--- src/rtl/btn_debounce.sv ---
// rtl/btn_debounce.sv - per-button synchroniser, bounce filter, edge pulses and press toggle
//
// Ports:
//   clk        system clock
//   rst        asynchronous, active-high reset; clears every flop
//   btn_in     raw button pins, asynchronous to clk, bit i = BTN(i+1)
//   btn_level  debounced level per button
//   btn_rise   one-cycle pulse in the first cycle btn_level shows a 0->1 change
//   btn_fall   one-cycle pulse in the first cycle btn_level shows a 1->0 change
//   btn_toggle inverts on every accepted press (same edge as btn_rise)

module btn_debounce #(
    parameter int WIDTH           = 3,
    parameter int SYNC_STAGES     = 2,
    parameter int DEBOUNCE_CYCLES = 240000
) (
    input  logic             clk,
    input  logic             rst,
    input  logic [WIDTH-1:0] btn_in,
    output logic [WIDTH-1:0] btn_level,
    output logic [WIDTH-1:0] btn_rise,
    output logic [WIDTH-1:0] btn_fall,
    output logic [WIDTH-1:0] btn_toggle
);

    localparam int CW = (DEBOUNCE_CYCLES > 1) ? $clog2(DEBOUNCE_CYCLES) : 1;
    // Terminal count: the counter is consumed here and never wraps.
    localparam logic [CW-1:0] CNT_LAST = CW'(DEBOUNCE_CYCLES - 1);

    // Synchroniser chain; index 0 takes the raw pin, the top index is "sync".
    logic [SYNC_STAGES-1:0][WIDTH-1:0] sync_q;
    logic [WIDTH-1:0]                  sync;

    logic [WIDTH-1:0][CW-1:0] cnt_q, cnt_d;
    logic [WIDTH-1:0]         level_q, level_d;
    logic [WIDTH-1:0]         rise_q, rise_d;
    logic [WIDTH-1:0]         fall_q, fall_d;
    logic [WIDTH-1:0]         toggle_q, toggle_d;

    assign sync = sync_q[SYNC_STAGES-1];

    always_ff @(posedge clk or posedge rst) begin
        if (rst) begin
            sync_q   <= '0;
            cnt_q    <= '0;
            level_q  <= '0;
            rise_q   <= '0;
            fall_q   <= '0;
            toggle_q <= '0;
        end else begin
            sync_q   <= {sync_q[SYNC_STAGES-2:0], btn_in};
            cnt_q    <= cnt_d;
            level_q  <= level_d;
            rise_q   <= rise_d;
            fall_q   <= fall_d;
            toggle_q <= toggle_d;
        end
    end

    // Per bit: STABLE when sync matches the accepted level (counter held at 0),
    // PENDING otherwise. Any return to the accepted level restarts the count,
    // so only an uninterrupted run of DEBOUNCE_CYCLES differing samples is accepted.
    always_comb begin
        cnt_d    = cnt_q;
        level_d  = level_q;
        rise_d   = '0;
        fall_d   = '0;
        toggle_d = toggle_q;
        for (int i = 0; i < WIDTH; i++) begin
            if (sync[i] == level_q[i]) begin
                cnt_d[i] = '0;
            end else if (cnt_q[i] == CNT_LAST) begin
                cnt_d[i]    = '0;
                level_d[i]  = sync[i];
                // Pulses are registered alongside the level so they appear in
                // exactly the cycle the new level is first visible.
                rise_d[i]   = sync[i];
                fall_d[i]   = ~sync[i];
                toggle_d[i] = toggle_q[i] ^ sync[i];
            end else begin
                cnt_d[i] = cnt_q[i] + CW'(1);
            end
        end
    end

    assign btn_level  = level_q;
    assign btn_rise   = rise_q;
    assign btn_fall   = fall_q;
    assign btn_toggle = toggle_q;

endmodule

--- config.mk ---
export PLATFORM = sky130hd
export DESIGN_NAME = btn_debounce
export DESIGN_NICKNAME = d
export VERILOG_FILES = /design/src/rtl/btn_debounce.sv
export SDC_FILE = /design/constraint.sdc
export NUM_CORES = 1
export LEC_CHECK = 0
export ABC_AREA = 0
export CAP_MARGIN = 20
export CORE_AREA = 2 2 90 92
export CTS_BUF_LIST = sky130_fd_sc_hd__clkbuf_16
export DETAILED_ROUTE_END_ITERATION = 7
export DIE_AREA = 0 0 92 94
export GPL_TIMING_DRIVEN = 0
export PLACE_DENSITY_LB_ADDON = 0.2
export REMOVE_ABC_BUFFERS = 1
export SYNTH_ARGS = -nofsm -noshare
export SYNTH_HDL_FRONTEND = slang
export SYNTH_SLANG_ARGS = --single-unit
--- constraint.sdc ---
create_clock -name clk -period 3.43 [get_ports clk]
set_clock_uncertainty 0.1 [all_clocks]
set_input_delay 0.8575 -clock clk [delete_from_list [all_inputs] [get_ports clk]]
set_output_delay 0.8575 -clock clk [all_outputs]
set_load 0.02 [all_outputs]
======== Word-level counts from Yosys, hierarchy flattened ========
Cells that the tools add are included.
storage, ports and cells
  flip-flop bits (word level) ............. 72
  output and inout bits ................... 12
  word-level logic and storage cells ...... 52
  input port bits ......................... 5
cells by class
  reductions and logical operators ........ 3
  eq/ne operators ......................... 6
  multiplexer cells ....................... 18
  bitwise gates (word level) .............. 9
  $add $sub $neg .......................... 3
operator list
  kind                     number
  $mux W18                 6
  $add A18 B1 Y18 const B  3
  $eq A18 B18 Y1 const B   3
  $mux W1                  12
  $not A1 Y1               6
  $reduce_and A2 Y1        3
  $eq A1 B1 Y1             3
  $xor A1 B1 Y1            3

======== Depth between registers and ports, before layout ========
  depth in word-level cells ............... 3
  depth in mapped cells ................... 7

======== Least setup slack after synthesis ========
OpenSTA, ideal clock, no wires.
  kind .................................... register to register
  start point ............................. register cnt_q[28] (netlist name)
  end point ............................... register cnt_q[23] (netlist name)
  required time ........................... 3.211 ns
  stages on the path, launching flop included .. 7
  arrival time ............................ 1.961 ns
  period minus slack after synthesis ...... 2.180 ns
  path slack .............................. 1.250 ns
  cells stage by stage .................... dfrtp_1 -> or4b_1 -> or4_1 -> buf_6 -> o21ai_4 -> buf_6 -> nor2_1
RTL lines
  what                      RTL line  text
  start: declaration        34        logic [WIDTH-1:0][CW-1:0] cnt_q, cnt_d;
  start signal: assignment  52        cnt_q <= cnt_d;

==> results.cfg <==
[global_route]
grt_util_all_layers = 0.157
first_global_vias = 2359
overflow = 0
antenna_found_initial = 0
grt_max_degree = 73
grt_pass1_wl_mm = 10.8

[routing]
dr_total_vias = 2334
wl_per_cell_um = 13.0
wl_mm = 5.83
firstDrtPassIters = 4
drt_iter0_markers = 67
antenna_left = 0
drc_errors = 0
viasPerCell = 5.21

[setup_path]
cp.required_ns = 3.52
crit_path_end = cnt_q[38]$_DFF_PP0_
ff2ff_path_depth = 4
critPathKind = flop to flop
start_kind = flop
startpoint = cnt_q[45]$_DFF_PP0_
r2r_slack_ns = 1.00
rr_startpoint = cnt_q[45]$_DFF_PP0_
setup.worst_path.end_class = flop
r2r_end = cnt_q[38]$_DFF_PP0_
arrival_ns = 2.52
cp_max_fo = 17

[placement]
place_inst = 432
gp_congestion = 0.798
place.port_buffers = 16
hpwlAfterDp_mm = 3.82

[synth]
ys_types = 35
async_flop_share = 1.00
yosysSeqAreaShare = 0.537
synth_edf_count = 0
ys_ff_latch = 72
synth.avg_cell_area_um2 = 10.5
synthCells = 319
ys.flop_type = dfrtp_1
yosys_warnings = 0
netlist_area_um2 = 3360

[cells_and_area]
drive_gt1_frac = 0.0607
fin_util = 0.508
diodes = 0
final_cell_count_no_fill = 448
nets = 349
final_common_cell = dfrtp_1
final_cell_mix = 72 x dfrtp_1, 49 x nor2_1, 26 x xnor2_1, 20 x nand3_1, 19 x inv_1
area_growth_pct = 15.1

[clocking]
cts-buffers-inserted = 9
ctsResizeCount = 0
post_cts_buffers = 0
clkSlewWorstSetupHoldPaths_ns = 0.05
insertion_delay_ns = 0.32
clock_path_buffers = 2
cts.sinks = 72
h-tree-depth = 3
cts_root_buf = clkbuf_16
cts_hold_buf = 0
tritoncts = built

[die]
dieArea_um2 = 8650
start_util = 0.441
die_h_um = 94
placementRows = 32
ios = 17
die_w_um = 92
core_area_um2 = 7610

[worst_hold_path]
hp-class = flop to flop

[power_and_ir_drop]
power_leakage_nw = 1.55
p_sw_w = 0.000366
p_int_w = 0.00135
p_sw_frac = 0.213
combPwrFrac = 0.031
powerDensity_nw_per_um2 = 444
peakVddDrop_mv = 0.233
p_clk_frac = 0.458
power.total_w = 0.00172
seq_power_share = 0.510

[sta]
hold_viol = 0
fmax_mhz = 412
maxSlewHeadroom = 0.410
fin_crit_ns = 2.43
whs_ns = 0.248
fin_crit_sh = 0.708
rsz0062_at_grt = no
finalSetupViolations = 0
drv_slew = 0
max_slew.worst_pin.slew_ns = 0.885
finalSetupTns_ns = 0

[outcome]
status = finished, final reports clean

[job]
cap_violations = 0
power groups by stage:
stage	combinational [W]	clock [W]	sequential [W]
floorplan	0.0000378	0	0.000887
global placement	0.0000537	0	0.000889
detailed placement	0.0000559	0	0.000890
CTS	0.0000564	0.000809	0.000875
global route	0.0000631	0.000846	0.000877
finish	0.0000536	0.000786	0.000875
routing by layer:
layer / global-route usage / wire length (um) / vias to the layer above
met5: 0 / 0 / -
li1: - / - / 1165
met3: 0.0305 / 144 / 11
met2: 0.234 / 2600 / 25
met4: 0.0771 / 119 / 0
met1: 0.221 / 2970 / 1133
sequential cells by signal (all words and copies together) (netlist names):
signal,flops
sync,3
btn_rise,3
cnt_q,54
btn_level,3
btn_fall,3
sync_q,3
btn_toggle,3
synth_stat cells, types with 3 or more instances:
cell | instances | share of area
nand3_1 | 20 | 0.030
o21ai_0 | 8 | 0.012
nor4_1 | 10 | 0.019
dfrtp_1 | 72 | 0.54
nor2_1 | 49 | 0.055
buf_6 | 3 | 0.010
or3_1 | 10 | 0.019
nand2_1 | 13 | 0.015
or4_1 | 8 | 0.018
xnor2_1 | 26 | 0.068
and2_1 | 3 | 0.0056
o31ai_1 | 6 | 0.013
nand4_1 | 13 | 0.024
ha_1 | 3 | 0.011
inv_1 | 14 | 0.016
a21oi_1 | 9 | 0.013
nor3_1 | 7 | 0.010
xor2_1 | 18 | 0.047
metrics by stage:
| step | cell area (um^2) | worst slack, ns |
|---|---|---|
| 6_report | 3860 | 1.00 |
| 5_1_grt | 3860 | 0.850 |
| 4_1_cts | 3860 | 0.969 |
| 3_5_place_dp | 3610 | 0.974 |
| 3_3_place_gp | 3600 | -0.581 |
| 2_1_floorplan | 3310 | 0.648 |
cell families (layout without fill, tap and decap cells):
group / Yosys count / in the layout / synth area share
xor gates and xnor gates: 44 / 44 / 0.115
DFF: 72 / 72 / 0.537
buffers and inverters: 20 / 47 / 0.0295
adders and majority gates: 3 / 3 / 0.0112
muxes: 1 / 1 / 0.00336
AOI/OAI and AO/OA: 27 / 27 / 0.0544
and+or+nand+nor: 152 / 152 / 0.250
worst max-delay path: stages, from the launching register on:
cell	delay, ns
dfrtp_1	0.43
or4b_1	0.53
or4_1	0.68
o21ai_4	0.44
nor2_1	0.10
area by class of cell:
class | count | area [um^2]
Clock buffer | 9 | 225
Fill cell | 721 | 3740
Multi-Input combinational cell | 227 | 1460
Timing Repair Buffer | 17 | 171
Tap cell | 102 | 128
Sequential cell | 72 | 1800
Clock inverter | 7 | 26.3
Inverter | 14 | 55.1
how the worst min path moves through the flow:
stage | from | to | cells past startpoint
4_1_cts | sync_q[2]$_DFF_PP0_ | sync[2]$_DFF_PP0_ | 0
6_report | sync_q[0]$_DFF_PP0_ | sync[0]$_DFF_PP0_ | 0
3_3_place_gp | sync_q[2]$_DFF_PP0_ | sync[2]$_DFF_PP0_ | 0
3_5_place_dp | sync_q[2]$_DFF_PP0_ | sync[2]$_DFF_PP0_ | 0
5_1_grt | sync_q[2]$_DFF_PP0_ | sync[2]$_DFF_PP0_ | 0
2_1_floorplan | sync_q[0]$_DFF_PP0_ | sync[0]$_DFF_PP0_ | 0
(Power assumes the default switching activity.)
